### src/rtl/median_frame_writer_pkg.sv
`default_nettype none
// ============================================================================
// Module      : median_pkg
// Description : Shared types, widths and helpers for the median frame writer.
// Revision    : 1.0 - initial release
// ============================================================================
package median_pkg;

    localparam int PIX_W   = 8;
    localparam int COORD_W = 10;

    localparam logic [1:0] c_IDLE   = 2'd0;
    localparam logic [1:0] c_RUN    = 2'd1;
    localparam logic [1:0] c_BRD_RD = 2'd2;
    localparam logic [1:0] c_DONE   = 2'd3;

    typedef enum logic [1:0] {
        IDLE   = c_IDLE,
        RUN    = c_RUN,
        BRD_RD = c_BRD_RD,
        DONE   = c_DONE
    } state_t;

    function automatic logic is_border(input logic [COORD_W-1:0] row,
                                       input logic [COORD_W-1:0] col,
                                       input int                 width,
                                       input int                 height);
        return (row == '0) || (col == '0) ||
               (row == COORD_W'(height - 1)) || (col == COORD_W'(width - 1));
    endfunction

endpackage
`default_nettype wire

### src/rtl/median_frame_writer_if.sv
`default_nettype none
// ============================================================================
// Module      : median_frame_writer_if
// Description : Pixel stream input plus output/source frame memory ports.
// Revision    : 1.0 - initial release
// ============================================================================
interface median_frame_writer_if #(
    parameter int ADDR_W = 18
);
    import median_pkg::*;

    logic              s_valid;
    logic [PIX_W-1:0]  s_pixel;
    logic              s_ready;
    logic              mem_we;
    logic [ADDR_W-1:0] mem_addr;
    logic [PIX_W-1:0]  mem_wdata;
    logic [ADDR_W-1:0] src_addr;
    logic [PIX_W-1:0]  src_rdata;

    // master: the writer itself; slave: the pixel source and memories around it
    modport master (
        input  s_valid, s_pixel, src_rdata,
        output s_ready, mem_we, mem_addr, mem_wdata, src_addr
    );

    modport slave (
        output s_valid, s_pixel, src_rdata,
        input  s_ready, mem_we, mem_addr, mem_wdata, src_addr
    );

endinterface
`default_nettype wire

### src/rtl/median_frame_writer_raster_counter.sv
`default_nettype none
// ============================================================================
// Module      : raster_counter
// Description : Row/column raster walker with clear, advance, wrap and last flag.
// Revision    : 1.0 - initial release
// ============================================================================
module raster_counter
    import median_pkg::*;
#(
    parameter int WIDTH  = 430,
    parameter int HEIGHT = 554
) (
    input  wire logic               clk,
    input  wire logic               rst,
    input  wire logic               i_clear,
    input  wire logic               i_advance,
    output logic [COORD_W-1:0]      o_row,
    output logic [COORD_W-1:0]      o_col,
    output logic                    o_last
);

    localparam logic [COORD_W-1:0] c_COL_MAX = COORD_W'(WIDTH - 1);
    localparam logic [COORD_W-1:0] c_ROW_MAX = COORD_W'(HEIGHT - 1);

    logic [COORD_W-1:0] r_row;
    logic [COORD_W-1:0] r_col;

    // Advancing past the last pixel wraps to (0,0), so counters rest at 0 after a frame.
    always_ff @(posedge clk) begin
        if (rst || i_clear) begin
            r_row <= '0;
            r_col <= '0;
        end else if (i_advance) begin
            if (r_col == c_COL_MAX) begin
                r_col <= '0;
                r_row <= (r_row == c_ROW_MAX) ? '0 : r_row + COORD_W'(1);
            end else begin
                r_col <= r_col + COORD_W'(1);
            end
        end
    end

    assign o_row  = r_row;
    assign o_col  = r_col;
    assign o_last = (r_row == c_ROW_MAX) && (r_col == c_COL_MAX);

endmodule
`default_nettype wire

### src/rtl/median_frame_writer.sv
`default_nettype none
// ============================================================================
// Module      : median_frame_writer
// Description : Writes median-filtered interior pixels and border fill into the
//               output frame. Define BORDER_COPY_EN to copy border pixels from
//               the source frame instead of writing BORDER_VAL.
// Revision    : 1.0 - initial release
// ============================================================================
module median_frame_writer
    import median_pkg::*;
#(
    parameter int               WIDTH      = 430,
    parameter int               HEIGHT     = 554,
    parameter int               ADDR_W     = 18,
    parameter logic [PIX_W-1:0] BORDER_VAL = 8'h00
) (
    input  wire logic                clk,
    input  wire logic                rst,
    input  wire logic                start,
    median_frame_writer_if.master    bus,
    output logic [COORD_W-1:0]       Row_o,
    output logic [COORD_W-1:0]       Col_o,
    output logic                     busy,
    output logic                     frame_done
);

    state_t              r_state;
    state_t              w_state_next;
    logic [COORD_W-1:0]  w_row;
    logic [COORD_W-1:0]  w_col;
    logic                w_last;
    logic                w_border;
    logic                w_clear;
    logic                w_advance;
    logic                w_we;
    logic [PIX_W-1:0]    w_wdata;
    logic [ADDR_W-1:0]   w_addr;

    logic                r_mem_we;
    logic [ADDR_W-1:0]   r_mem_addr;
    logic [PIX_W-1:0]    r_mem_wdata;
    logic                r_frame_done;

    raster_counter #(
        .WIDTH  (WIDTH),
        .HEIGHT (HEIGHT)
    ) u_raster (
        .clk       (clk),
        .rst       (rst),
        .i_clear   (w_clear),
        .i_advance (w_advance),
        .o_row     (w_row),
        .o_col     (w_col),
        .o_last    (w_last)
    );

    assign w_border = is_border(w_row, w_col, WIDTH, HEIGHT);
    assign w_addr   = ADDR_W'(w_row) * ADDR_W'(WIDTH) + ADDR_W'(w_col);

    always_ff @(posedge clk) begin
        if (rst) begin
            r_state <= IDLE;
        end else begin
            r_state <= w_state_next;
        end
    end

    always_comb begin
        w_state_next = r_state;
        w_clear      = 1'b0;
        w_advance    = 1'b0;
        w_we         = 1'b0;
        w_wdata      = '0;
        case (r_state)
            IDLE: begin
                if (start) begin
                    w_clear      = 1'b1;
                    w_state_next = RUN;
                end
            end
            RUN: begin
                if (w_border) begin
`ifdef BORDER_COPY_EN
                    w_state_next = BRD_RD;
`else
                    w_we      = 1'b1;
                    w_wdata   = BORDER_VAL;
                    w_advance = 1'b1;
                    if (w_last) begin
                        w_state_next = DONE;
                    end
`endif
                end else if (bus.s_valid) begin
                    w_we      = 1'b1;
                    w_wdata   = bus.s_pixel;
                    w_advance = 1'b1;
                    if (w_last) begin
                        w_state_next = DONE;
                    end
                end
            end
            BRD_RD: begin
`ifdef BORDER_COPY_EN
                w_we         = 1'b1;
                w_wdata      = bus.src_rdata;
                w_advance    = 1'b1;
                w_state_next = w_last ? DONE : RUN;
`else
                w_state_next = RUN;
`endif
            end
            DONE: begin
                w_state_next = IDLE;
            end
            default: begin
                w_state_next = IDLE;
            end
        endcase
    end

    // Reset in the same cycle as a registered write drops that write.
    always_ff @(posedge clk) begin
        if (rst) begin
            r_mem_we     <= 1'b0;
            r_mem_addr   <= '0;
            r_mem_wdata  <= '0;
            r_frame_done <= 1'b0;
        end else begin
            r_mem_we     <= w_we;
            r_frame_done <= (r_state == DONE);
            if (w_we) begin
                r_mem_addr  <= w_addr;
                r_mem_wdata <= w_wdata;
            end
        end
    end

`ifdef BORDER_COPY_EN
    // Source memory registers this address; its data arrives during BRD_RD.
    assign bus.src_addr = ((r_state == RUN) && w_border) ? w_addr : '0;
`else
    logic w_src_unused;
    assign w_src_unused = ^bus.src_rdata;
    assign bus.src_addr = '0;
`endif

    assign bus.s_ready   = (r_state == RUN) && !w_border;
    assign bus.mem_we    = r_mem_we;
    assign bus.mem_addr  = r_mem_addr;
    assign bus.mem_wdata = r_mem_wdata;
    assign Row_o         = w_row;
    assign Col_o         = w_col;
    assign busy          = (r_state != IDLE);
    assign frame_done    = r_frame_done;

endmodule
`default_nettype wire

### src/flat_wrapper.sv
// flat-port wrapper written by rule: the top's interface ports become plain ports
module median_frame_writer_flat import median_pkg::*;
#(
    parameter int               WIDTH      = 430,
    parameter int               HEIGHT     = 554,
    parameter int               ADDR_W     = 18,
    parameter logic [PIX_W-1:0] BORDER_VAL = 8'h00
)
  (clk, rst, start, Row_o, Col_o, busy, frame_done, bus_s_valid, bus_s_pixel, bus_src_rdata, bus_s_ready, bus_mem_we, bus_mem_addr, bus_mem_wdata, bus_src_addr);
  median_frame_writer_if #(.ADDR_W(ADDR_W)) bus_i ();
  input  wire logic clk;
  input  wire logic rst;
  input  wire logic start;
  output logic [COORD_W-1:0] Row_o;
  output logic [COORD_W-1:0] Col_o;
  output logic busy;
  output logic frame_done;
  input wire logic [$bits(bus_i.s_valid)-1:0] bus_s_valid;
  input wire logic [$bits(bus_i.s_pixel)-1:0] bus_s_pixel;
  input wire logic [$bits(bus_i.src_rdata)-1:0] bus_src_rdata;
  output wire logic [$bits(bus_i.s_ready)-1:0] bus_s_ready;
  output wire logic [$bits(bus_i.mem_we)-1:0] bus_mem_we;
  output wire logic [$bits(bus_i.mem_addr)-1:0] bus_mem_addr;
  output wire logic [$bits(bus_i.mem_wdata)-1:0] bus_mem_wdata;
  output wire logic [$bits(bus_i.src_addr)-1:0] bus_src_addr;
  assign bus_i.s_valid = bus_s_valid;
  assign bus_i.s_pixel = bus_s_pixel;
  assign bus_i.src_rdata = bus_src_rdata;
  assign bus_s_ready = bus_i.s_ready;
  assign bus_mem_we = bus_i.mem_we;
  assign bus_mem_addr = bus_i.mem_addr;
  assign bus_mem_wdata = bus_i.mem_wdata;
  assign bus_src_addr = bus_i.src_addr;
  median_frame_writer #(.WIDTH(WIDTH), .HEIGHT(HEIGHT), .ADDR_W(ADDR_W), .BORDER_VAL(BORDER_VAL)) u_core (.clk(clk), .rst(rst), .start(start), .bus(bus_i), .Row_o(Row_o), .Col_o(Col_o), .busy(busy), .frame_done(frame_done));
endmodule
### config.mk
export PLATFORM = sky130hd
export DESIGN_NAME = median_frame_writer_flat
export DESIGN_NICKNAME = d
export VERILOG_FILES = /design/src/rtl/median_frame_writer_pkg.sv /design/src/rtl/median_frame_writer_if.sv /design/src/rtl/median_frame_writer_raster_counter.sv /design/src/rtl/median_frame_writer.sv /design/src/flat_wrapper.sv
export SDC_FILE = /design/constraint.sdc
export NUM_CORES = 1
export LEC_CHECK = 0
export CORE_UTILIZATION = 58
export CTS_BUF_LIST = sky130_fd_sc_hd__clkbuf_8 sky130_fd_sc_hd__clkbuf_16
export DETAILED_ROUTE_END_ITERATION = 16
export PLACE_DENSITY = 0.95
export SLEW_MARGIN = 20
export SYNTH_ARGS = -nofsm -noshare
export SYNTH_HDL_FRONTEND = slang
export SYNTH_HIERARCHICAL = 1
export SYNTH_SLANG_ARGS = --single-unit
### constraint.sdc
create_clock -name clk -period 11.8 [get_ports clk]
set_input_delay 1.18 -clock clk [delete_from_list [all_inputs] [get_ports clk]]
set_output_delay 1.18 -clock clk [all_outputs]
set_load 0.03 [all_outputs]
==> results.md, run 1 <==
* Outcome: finished, final reports clean
* Vias in the first global route at ~4200
* CP Max Fanout at 13
* Max cap viols at 0
* Post-synthesis sequential area ratio at 0.2061
* Tcrit/Tclk final at 0.4626
* CP required at approximately 12 ns
* Final non-filler cell total at just over 700
* Setup crit end kind: register
* Unrepaired setup endpoints after global routing: no
* Clock Root Buffer: clkbuf_8
* Routed WL per cell at ~16 um
* Share of total power in the clock network at 0.321
* Pint at 223.3 uW
* CTS tree: yes
* FF+latch count, synth at 50
* Worst vdd ir at between 40 and 50 uV
* Area delta synth->final at 14.40%
* Most frequent cells in the layout: 79 x inv_1, 69 x ha_1, 61 x clkdlybuf4s50_1
* Post-layout nets at ~740
* Clock buffer depth at 2
* Hold Buf Count CTS at 0
* Syn_area_per_cell at 8.582 sq um
* Critical Path AT at between 5 and 6 ns
* Total net switching power at 85.05 uW
* Final setup violating endpoints at 0
* Seq pwr share at 0.562
* CTS sink count at 50
* Worst Max-Slew Pin Slew at between 0.8 and 0.9 ns
* Power per cell area at approximately 55 nW/um^2
* Cell variety after synth at 60
* Post-synth EDFFs at 0
* Die area at around 8700 sq um
* GRT overflow at 0
* HPWL Detailed at just under 9 mm
* Number of remaining DRC errors at 0
* Synth warn at 6
* CTS buffer count at 5
* Final setup TNS at 0 ns
* First-pass DRT Iterations at 7
* Clock slew at the register clock pins of the worst setup and hold paths at ~0.090 ns
* Post-cts repair resize count at 0
* Main synth FF type: dfxtp_1
* Tmin final at about 5.5 ns
* Gate Count Post-Synth at ~570
* Combinational power share at 0.117
* Leak pwr at around 0.0025 uW
* Achievable Freq at roughly 0.18 GHz
* Total Wirelength at 11.78 mm
* Slew margin rel. at 0.4192
* Die height at between 90 and 100 um
* First-pass GRT wire length at 19.41 mm
* Antenna violations before repair at 0
* Final worst clock skew at 0.009516 ns
* Global router's overall resource usage at 0.2816
* Setup CP Type: register to register
* Startpoint Class: register
* Skew-Pair Late Insertion Delay at 0.30 ns
* Fraction of layout cells with a size suffix above 1 at 0.03871
* H-Tree Depth at 2
* Max Slew Vio Count at 0
* Sw frac at 0.2758
* Vias at about 4300
* Initial core utilization at 0.5941
* Cell Area, Synth at just under 5000 sq um
* Commonest non-fill, non-tap cell in the layout: inv_1
* Routability Congestion at roughly 0.87
* Antenna diodes at 0
* Hold Fails Final Rpt at 0
* Std-Cell Core Area at 8175 sq um
* Post-synth ARST share at 0
* Placed cells at slightly above 700
* Initial DRC Count at around 310
* FP Rows at 33
* Largest net degree at the start of global routing at 33
* Min-delay worst type: register to register
* Setup Fix Bufs, Post-CTS at 0
* Die Wd at between 90 and 100 um
* Vias per cell at 5.898
* Remaining antenna violation count at 0
* Final Core Density at 0.6797
* Total power at approximately 310 uW
* I/O pin count at 88
* Number of I/O port buffers at roughly 60
flip-flops by register name (all words and copies together), names as in the netlist:
signal                 flops
u_core/bus.mem_addr       18
u_core/bus.mem_wdata       8
u_core/bus.mem_we          1
u_core/frame_done          1
u_core/r_state             2
u_core/u_raster/o_col     10
u_core/u_raster/o_row     10
cell type report:
| type | count | area, sq um |
|---|---|---|
| multi-input cells | 420 | 3416 |
| fillers | 620 | 2619 |
| flip-flops and latches | 50 | 1001 |
| repair buffers | 63 | 625.6 |
| inverters | 80 | 300.3 |
| well taps | 105 | 131.4 |
| clock buffers | 5 | 68.82 |
| clock inverters | 2 | 13.76 |
layer usage:
metal  global-route usage  vias to the layer above  routed length [um]
met4               0.1256                        0                 388
met1               0.3305                     2046                4668
met5                    0                        -                   0
met2               0.5074                      195                6071
met3              0.03821                       35                 648
li1                     -                     2000                   -
per-stage QoR:
stage / area (sq um) / hold slack, ns / setup slack (ns)
2_1_floorplan: 4921 / 0.4318 / 6.878
3_3_place_gp: 5474 / 0.4390 / 6.661
3_5_place_dp: 5474 / 0.4448 / 6.449
4_1_cts: 5557 / 0.4584 / 6.411
5_1_grt: 5557 / 0.4822 / 6.043
6_report: 5557 / 0.4550 / 6.341
worst paths after layout:
path	from	to	slack [ns]	cells after the start
max	u_core/u_raster/o_row[0]	u_core/bus.mem_addr[14]	6.34	17
min	u_core/bus.mem_addr[7]	u_core/bus.mem_addr[7]	0.45	2
max reg2reg	u_core/u_raster/o_row[0]	u_core/bus.mem_addr[14]	6.34	17
min reg2reg	u_core/bus.mem_addr[7]	u_core/bus.mem_addr[7]	0.45	2
power groups by stage:
stage / logic, uW / registers [uW] / clock network [uW]
final: 36.0 / 173 / 99.0
after global routing: 38.2 / 174 / 106
after CTS: 35.6 / 173 / 101
after detailed placement: 35.3 / 177 / 0
after global placement: 34.1 / 177 / 0
after floorplan: 24.0 / 181 / 0
synthesized netlist by cell type, drive strengths merged (7+ instances only):
| cell | n | area share |
|---|---|---|
| o21ai | 12 | 0.012 |
| buf | 21 | 0.033 |
| nor2 | 52 | 0.040 |
| a21oi | 26 | 0.027 |
| a22oi | 11 | 0.017 |
| clkbuf | 12 | 0.0093 |
| xor2 | 12 | 0.022 |
| fa | 28 | 0.12 |
| nor4 | 10 | 0.019 |
| inv | 80 | 0.062 |
| nand3 | 11 | 0.014 |
| dfxtp | 50 | 0.21 |
| nand2 | 36 | 0.028 |
| ha | 69 | 0.18 |
| nand4 | 13 | 0.017 |
| nor3 | 11 | 0.011 |
| a211oi | 9 | 0.014 |
| a31oi | 7 | 0.012 |
| a21o | 9 | 0.014 |
| xnor2 | 25 | 0.045 |
cell families after synthesis:
| kind of cell | Yosys count | synth area share |
|---|---|---|
| buf+inv | 113 | 0.1038 |
| flops | 50 | 0.2061 |
| xor+xnor | 37 | 0.06672 |
| mux | 2 | 0.004122 |
| other cells | 1 | 0.0007721 |
| compound gates | 100 | 0.1430 |
| simple gates | 166 | 0.1824 |
| fa+ha+maj | 97 | 0.2931 |
critical path: stages, from the launching register on:
cell and delay, ns:
dfxtp_1 0.70, inv_1 0.11, ha_1 0.42, ha_1 0.33, inv_1 0.06, fa_1 0.52, fa_1 0.57, inv_1 0.05
ha_1 0.35, a21oi_1 0.27, o21ai_1 0.20, xnor2_1 0.18, ha_1 0.37, nand2_1 0.09, o31ai_2 0.48, nand4_1 0.18
or3_1 0.34, a31oi_1 0.17
No activity file was read; power rests on OpenSTA's default activity.
==> run 2, diff against run 1 <==
- CORE_UTILIZATION: 58 -> 54
- PLACE_DENSITY: 0.95 -> 0.9
- clock period: 11.8 -> 5.3 ns (I/O delays scaled with it)
==> results.md, run 2 (synthesized netlist as in run 1, its figures left out) <==
* Outcome: finished, final reports clean (unchanged)
* Worst hold start: u_core/bus.mem_addr[9] (was u_core/bus.mem_addr[7])
* CTS sink count at 50 (unchanged)
* Routability Congestion at 0.8942 (was 0.8734)
* Clock slew at the register clock pins of the worst setup and hold paths at 0.10 ns (was 0.09 ns)
* Post-Place Cell Area at 5560 sq um (was 5474 sq um)
* Final non-filler cell total at 741 (was 725)
* Max cap viols at 0 (unchanged)
* Antenna diodes at 0 (unchanged)
* Final setup violating endpoints at 0 (unchanged)
* Initial core utilization at 0.5570 (was 0.5941)
* Fraction of layout cells with a size suffix above 1 at 0.06003 (was 0.03871)
* Area of the multi-input gates at 3422 sq um (was 3416 sq um)
* CTS buffer count at 5 (unchanged)
* Die Wd at 96.84 um (was 93.51 um)
* Largest net degree at the start of global routing at 33 (unchanged)
* Hold Fails Final Rpt at 0 (unchanged)
* FF-to-FF Start: u_core/u_raster/o_row[2] (was u_core/u_raster/o_row[0])
* Final setup TNS at 0 ns (unchanged)
* Total Wirelength at 11.62 mm (was 11.78 mm)
* HPWL Detailed at 9.219 mm (was 8.658 mm)
* CP required at 5.51 ns (was 12.04 ns)
* First-pass DRT Iterations at 5 (was 7)
* Commonest non-fill, non-tap cell in the layout: inv_1 (unchanged)
* CTS tree: yes (unchanged)
* Power per cell area at 125.0 nW/um^2 (was 55.50 nW/um^2)
* Flop2flop setup slack at 0.19 ns (was 6.34 ns)
* Fill cell count at 679 (was 620)
* Post-layout nets at 749 (was 737)
* Achievable Freq at 0.1958 GHz (was 0.1832 GHz)
* Most frequent cells in the layout: 79 x inv_1, 69 x ha_1, 61 x clkdlybuf4s50_1 (unchanged)
* Antenna violations before repair at 0 (unchanged)
* Vias per cell at 5.726 (was 5.898)
* I/O pin count at 88 (unchanged)
* Setup crit end kind: register (unchanged)
* CP Max Fanout at 11 (was 13)
* Final Instance Area at 5673 sq um (was 5557 sq um)
* Area delta synth->final at 16.80% (was 14.40%)
* Final worst clock skew at 0.005135 ns (was 0.009516 ns)
* FP Rows at 34 (was 33)
* Routed WL per cell at 15.69 um (was 16.24 um)
* Worst reg2reg path endpoint: u_core/bus.mem_addr[16] (was u_core/bus.mem_addr[14])
* Flip-flop count of the largest register after layout at 18 (unchanged)
* Tcrit/Tclk final at 0.9636 (was 0.4626)
* First-pass GRT wire length at 19.51 mm (was 19.41 mm)
* Number of I/O port buffers at 61 (unchanged)
* Critical Path AT at 5.32 ns (was 5.70 ns)
* Worst vdd ir at 124.0 uV (was 42.57 uV)
* Place WS at 0.2473 ns (was 6.449 ns)
* Startpoint Class: register (unchanged)
* Clock Root Buffer: clkbuf_8 (unchanged)
* H-Tree Depth at 2 (unchanged)
* Tmin final at 5.107 ns (was 5.459 ns)
* Min-delay worst type: register to register (unchanged)
* Global router's overall resource usage at 0.2510 (was 0.2816)
* Leak pwr at 0.002570 uW (was 0.002503 uW)
* Vias in the first global route at 4211 (was 4186)
* Die height at 96.84 um (was 93.51 um)
* Cell depth of the worst flop-to-flop path at 14 (was 17)
* Clock buffer depth at 2 (unchanged)
* Hold Buf Count CTS at 0 (unchanged)
* Max Slew Vio Count at 0 (unchanged)
* Initial DRC Count at 221 (was 306)
* Slew margin rel. at 0.4731 (was 0.4192)
* Worst Max-Slew Pin Slew at 0.7904 ns (was 0.8602 ns)
* Skew-Pair Late Insertion Delay at 0.30 ns (about the same)
* GRT overflow at 0 (unchanged)
* Remaining antenna violation count at 0 (unchanged)
* Hold endpoint: u_core/bus.mem_addr[9] (was u_core/bus.mem_addr[7])
* Hold Path Depth at 2 (unchanged)
* Reg area at 1001 sq um (unchanged)
* Placed cells at 732 (was 718)
* Fin worst setup slack at 0.1929 ns (was 6.341 ns)
* Std-Cell Core Area at 8721 sq um (was 8175 sq um)
* Vias at 4243 (was 4276)
* Die area at 9378 sq um (was 8744 sq um)
* Setup CP Type: register to register (unchanged)
* Number of remaining DRC errors at 0 (unchanged)
-- run 2: cell type report --
cell class / count / area share
well taps: 108 / 0.02382
clock buffers: 6 / 0.01456
repair buffers: 75 / 0.1262
clock inverters: 2 / 0.002867
multi-input cells: 420 / 0.6032
flip-flops and latches: 50 / 0.1764
inverters: 80 / 0.05293
-- run 2: report_power, final --
part | internal, uW | switching, uW | total (uW)
Clock | 108 | 137 | 245
Combinational | 24.8 | 53.9 | 78.7
Sequential | 381 | 4.99 | 386
Total | 513 | 196 | 709
-- run 2: per-stage QoR --
step                      hold WS [ns]  total power (uW)    util
after floorplan                 0.4318             456.5       -
after global placement          0.4410             470.5  0.6376
after detailed placement        0.4488             472.4  0.6376
after CTS                       0.4637             713.1  0.6489
after global routing            0.4831             735.6  0.6505
final                           0.4654             709.3  0.6505
-- run 2: repair_timing --
item	4_1_cts	5_1_grt
endpoints found under the setup margin	0	2
setup buffers	0	1
resized for setup	0	1
-- run 2: how the worst max path moves through the flow --
stage                              from                      end  slack (ns)  depth (start not counted)
6_report       u_core/u_raster/o_row[2]  u_core/bus.mem_addr[16]        0.19                         14
5_1_grt        u_core/u_raster/o_row[4]  u_core/bus.mem_addr[16]       -0.02                         15
4_1_cts        u_core/u_raster/o_row[2]  u_core/bus.mem_addr[16]        0.19                         14
3_5_place_dp   u_core/u_raster/o_row[2]  u_core/bus.mem_addr[16]        0.25                         14
3_3_place_gp   u_core/u_raster/o_row[2]  u_core/bus.mem_addr[16]        0.34                         14
2_1_floorplan  u_core/u_raster/o_row[5]  u_core/bus.mem_addr[16]        0.38                         16
-- run 2: worst max-delay path, stage by stage (launching register included) --
cell	delay, ns
dfxtp_1	0.61
inv_1	0.15
ha_1	0.37
fa_1	0.52
fa_1	0.56
inv_1	0.06
fa_1	0.53
inv_1	0.04
ha_1	0.38
or4_4	0.59
a31oi_4	0.24
nand3_4	0.12
or3_1	0.38
nand3b_4	0.17
a2111oi_2	0.29
-- run 2: routing by layer --
layer / wire, um / global-route usage / share of wire
met1: 4825 / 0.3006 / 0.42
met2: 6140 / 0.4686 / 0.53
met3: 434 / 0.02818 / 0.037
met4: 223 / 0.07118 / 0.019
met5: 0 / 0 / 0
==> run 3, diff against run 2 <==
- SLEW_MARGIN: 20 -> 40
==> results.md, run 3 (synthesized netlist as in run 1, its figures left out) <==
* Outcome: finished, final reports clean (unchanged)
* Slew margin rel. at 0.6485 (was 0.4731)
* Final setup violating endpoints at 0 (unchanged)
* Total net switching power at 194.6 uW (was 195.9 uW)
* CTS sink count at 50 (unchanged)
* Final worst clock skew at 0.005395 ns (was 0.005135 ns)
* Area delta synth->final at 16.82% (was 16.80%)
* Place WS at 0.2473 ns (unchanged)
* Met3 WL at 468 um (was 434 um)
* Critical Path AT at 5.31 ns (was 5.32 ns)
* Worst vdd ir at 124.2 uV (was 124.0 uV)
* WHS at 0.4648 ns (was 0.4654 ns)
* Most frequent cells in the layout: 79 x inv_1, 69 x ha_1, 61 x clkdlybuf4s50_1 (unchanged)
* Number of I/O port buffers at 61 (unchanged)
* Max Used Layer: met4 (unchanged)
* Max cap viols at 0 (unchanged)
* Commonest non-fill, non-tap cell in the layout: inv_1 (unchanged)
* Power per cell area at 124.8 nW/um^2 (was 125.0 nW/um^2)
* Die height at 96.84 um (unchanged)
* HPWL Detailed at 9.219 mm (unchanged)
* H-Tree Depth at 2 (unchanged)
* Final non-filler cell total at 741 (unchanged)
* CP Max Fanout at 11 (unchanged)
* Sw frac at 0.2748 (was 0.2761)
* Total Wirelength at 11.61 mm (was 11.62 mm)
* Initial DRC Count at 220 (was 221)
* Worst Max-Slew Pin Slew at 0.5272 ns (was 0.7904 ns)
* Number of remaining DRC errors at 0 (unchanged)
* Share of total power in the clock network at 0.344 (was 0.345)
* Startpoint Class: register (unchanged)
* Tcrit/Tclk final at 0.9624 (was 0.9636)
* Antenna diodes at 0 (unchanged)
* Initial core utilization at 0.5570 (unchanged)
* Antenna violations before repair at 0 (unchanged)
* First-pass GRT wire length at 19.51 mm (unchanged)
* Achievable Freq at 0.1961 GHz (was 0.1958 GHz)
* Setup crit end kind: register (unchanged)
* Vias at 4257 (was 4243)
* Met2 Routed Length at 6.114 mm (was 6.140 mm)
* Min-delay worst type: register to register (unchanged)
* Largest net degree at the start of global routing at 33 (unchanged)
* CP required at 5.51 ns (about the same)
* Clock Root Buffer: clkbuf_8 (unchanged)
* Std-Cell Core Area at 8721 sq um (unchanged)
* Setup CP Type: register to register (unchanged)
* Placed cells at 732 (unchanged)
* Seq pwr share at 0.545 (was 0.544)
* First-pass DRT Iterations at 6 (was 5)
* Total power at 708.2 uW (was 709.3 uW)
* Vias per cell at 5.745 (was 5.726)
* Hold Buf Count CTS at 0 (unchanged)
* Max Slew Vio Count at 0 (unchanged)
* Leak pwr at 0.002570 uW (about the same)
* Global router's overall resource usage at 0.2510 (unchanged)
* CTS tree: yes (unchanged)
* Skew-Pair Late Insertion Delay at 0.30 ns (about the same)
* Metal-1 WL at 4.798 mm (was 4.825 mm)
* Post-layout nets at 749 (unchanged)
* Clock buffer depth at 2 (unchanged)
* Combinational power share at 0.111 (about the same)
* GRT overflow at 0 (unchanged)
* Routability Congestion at 0.8942 (unchanged)
* Pint at 513.5 uW (about the same)
* Routed WL per cell at 15.66 um (was 15.69 um)
* Clock slew at the register clock pins of the worst setup and hold paths at 0.10 ns (about the same)
* CTS buffer count at 5 (unchanged)
* FP Rows at 34 (unchanged)
* Die area at 9378 sq um (unchanged)
* Remaining antenna violation count at 0 (unchanged)
* I/O pin count at 88 (unchanged)
* Fraction of layout cells with a size suffix above 1 at 0.06161 (was 0.06003)
* Tmin final at 5.100 ns (was 5.107 ns)
* Vias in the first global route at 4211 (unchanged)
* Hold Fails Final Rpt at 0 (unchanged)
* Die Wd at 96.84 um (unchanged)
* Flip-flop count of the largest register after layout at 18 (unchanged)
* Fin worst setup slack at 0.1995 ns (was 0.1929 ns)
==> run 3: power by group through the flow <==
stage / Clock (uW) / Combinational [uW] / Sequential (uW)
3_3_place_gp: 0 / 76.3 / 394
5_1_grt: 265 / 84.1 / 387
2_1_floorplan: 0 / 53.4 / 403
6_report: 243 / 78.9 / 386
4_1_cts: 249 / 78.1 / 386
3_5_place_dp: 0 / 77.9 / 394
==> run 3: layer usage <==
| layer | up-vias | GRT usage |
|---|---|---|
| li1 | 2028 | - |
| met5 | - | 0 |
| met4 | 0 | 0.07118 |
| met1 | 2069 | 0.3006 |
| met2 | 140 | 0.4686 |
| met3 | 20 | 0.02818 |
==> run 3: critical path, stage by stage (launching register included) <==
cell and delay [ns]:
dfxtp_1 0.61, inv_1 0.15, ha_1 0.37, fa_1 0.52
fa_1 0.56, inv_1 0.06, fa_1 0.53, inv_1 0.04
ha_1 0.38, or4_4 0.59, a31oi_4 0.24, nand3_4 0.12
or3_1 0.38, nand3b_4 0.17, a2111oi_2 0.29
==> run 3: worst paths after layout <==
kind / startpoint / to / slack, ns / cells past startpoint
max: u_core/u_raster/o_row[2] / u_core/bus.mem_addr[16] / 0.20 / 14
max reg2reg: u_core/u_raster/o_row[2] / u_core/bus.mem_addr[16] / 0.20 / 14
min: u_core/bus.mem_addr[9] / u_core/bus.mem_addr[9] / 0.46 / 2
min reg2reg: u_core/bus.mem_addr[9] / u_core/bus.mem_addr[9] / 0.46 / 2
==> run 3: per-stage QoR <==
step | utilization | setup TNS [ns] | cell area [sq um]
after global routing | 0.6506 | -0.01724 | 5674
after detailed placement | 0.6376 | 0 | 5560
final | 0.6506 | 0 | 5674
after CTS | 0.6489 | 0 | 5659
after floorplan | - | 0 | 4921
after global placement | 0.6376 | 0 | 5560
==> run 3: repair_timing <==
action	in CTS	in global routing
buffers inserted	0	1
resized for setup	0	1
endpoints found under the setup margin	0	2
==> run 3: cell type report <==
class	count	area (sq um)
Timing Repair Buffer	75	715.7
Tap cell	108	135.1
Sequential cell	50	1001
Multi-Input combinational cell	420	3423
Clock buffer	6	82.58
Inverter	80	300.3
Clock inverter	2	16.27
Fill cell	678	3047
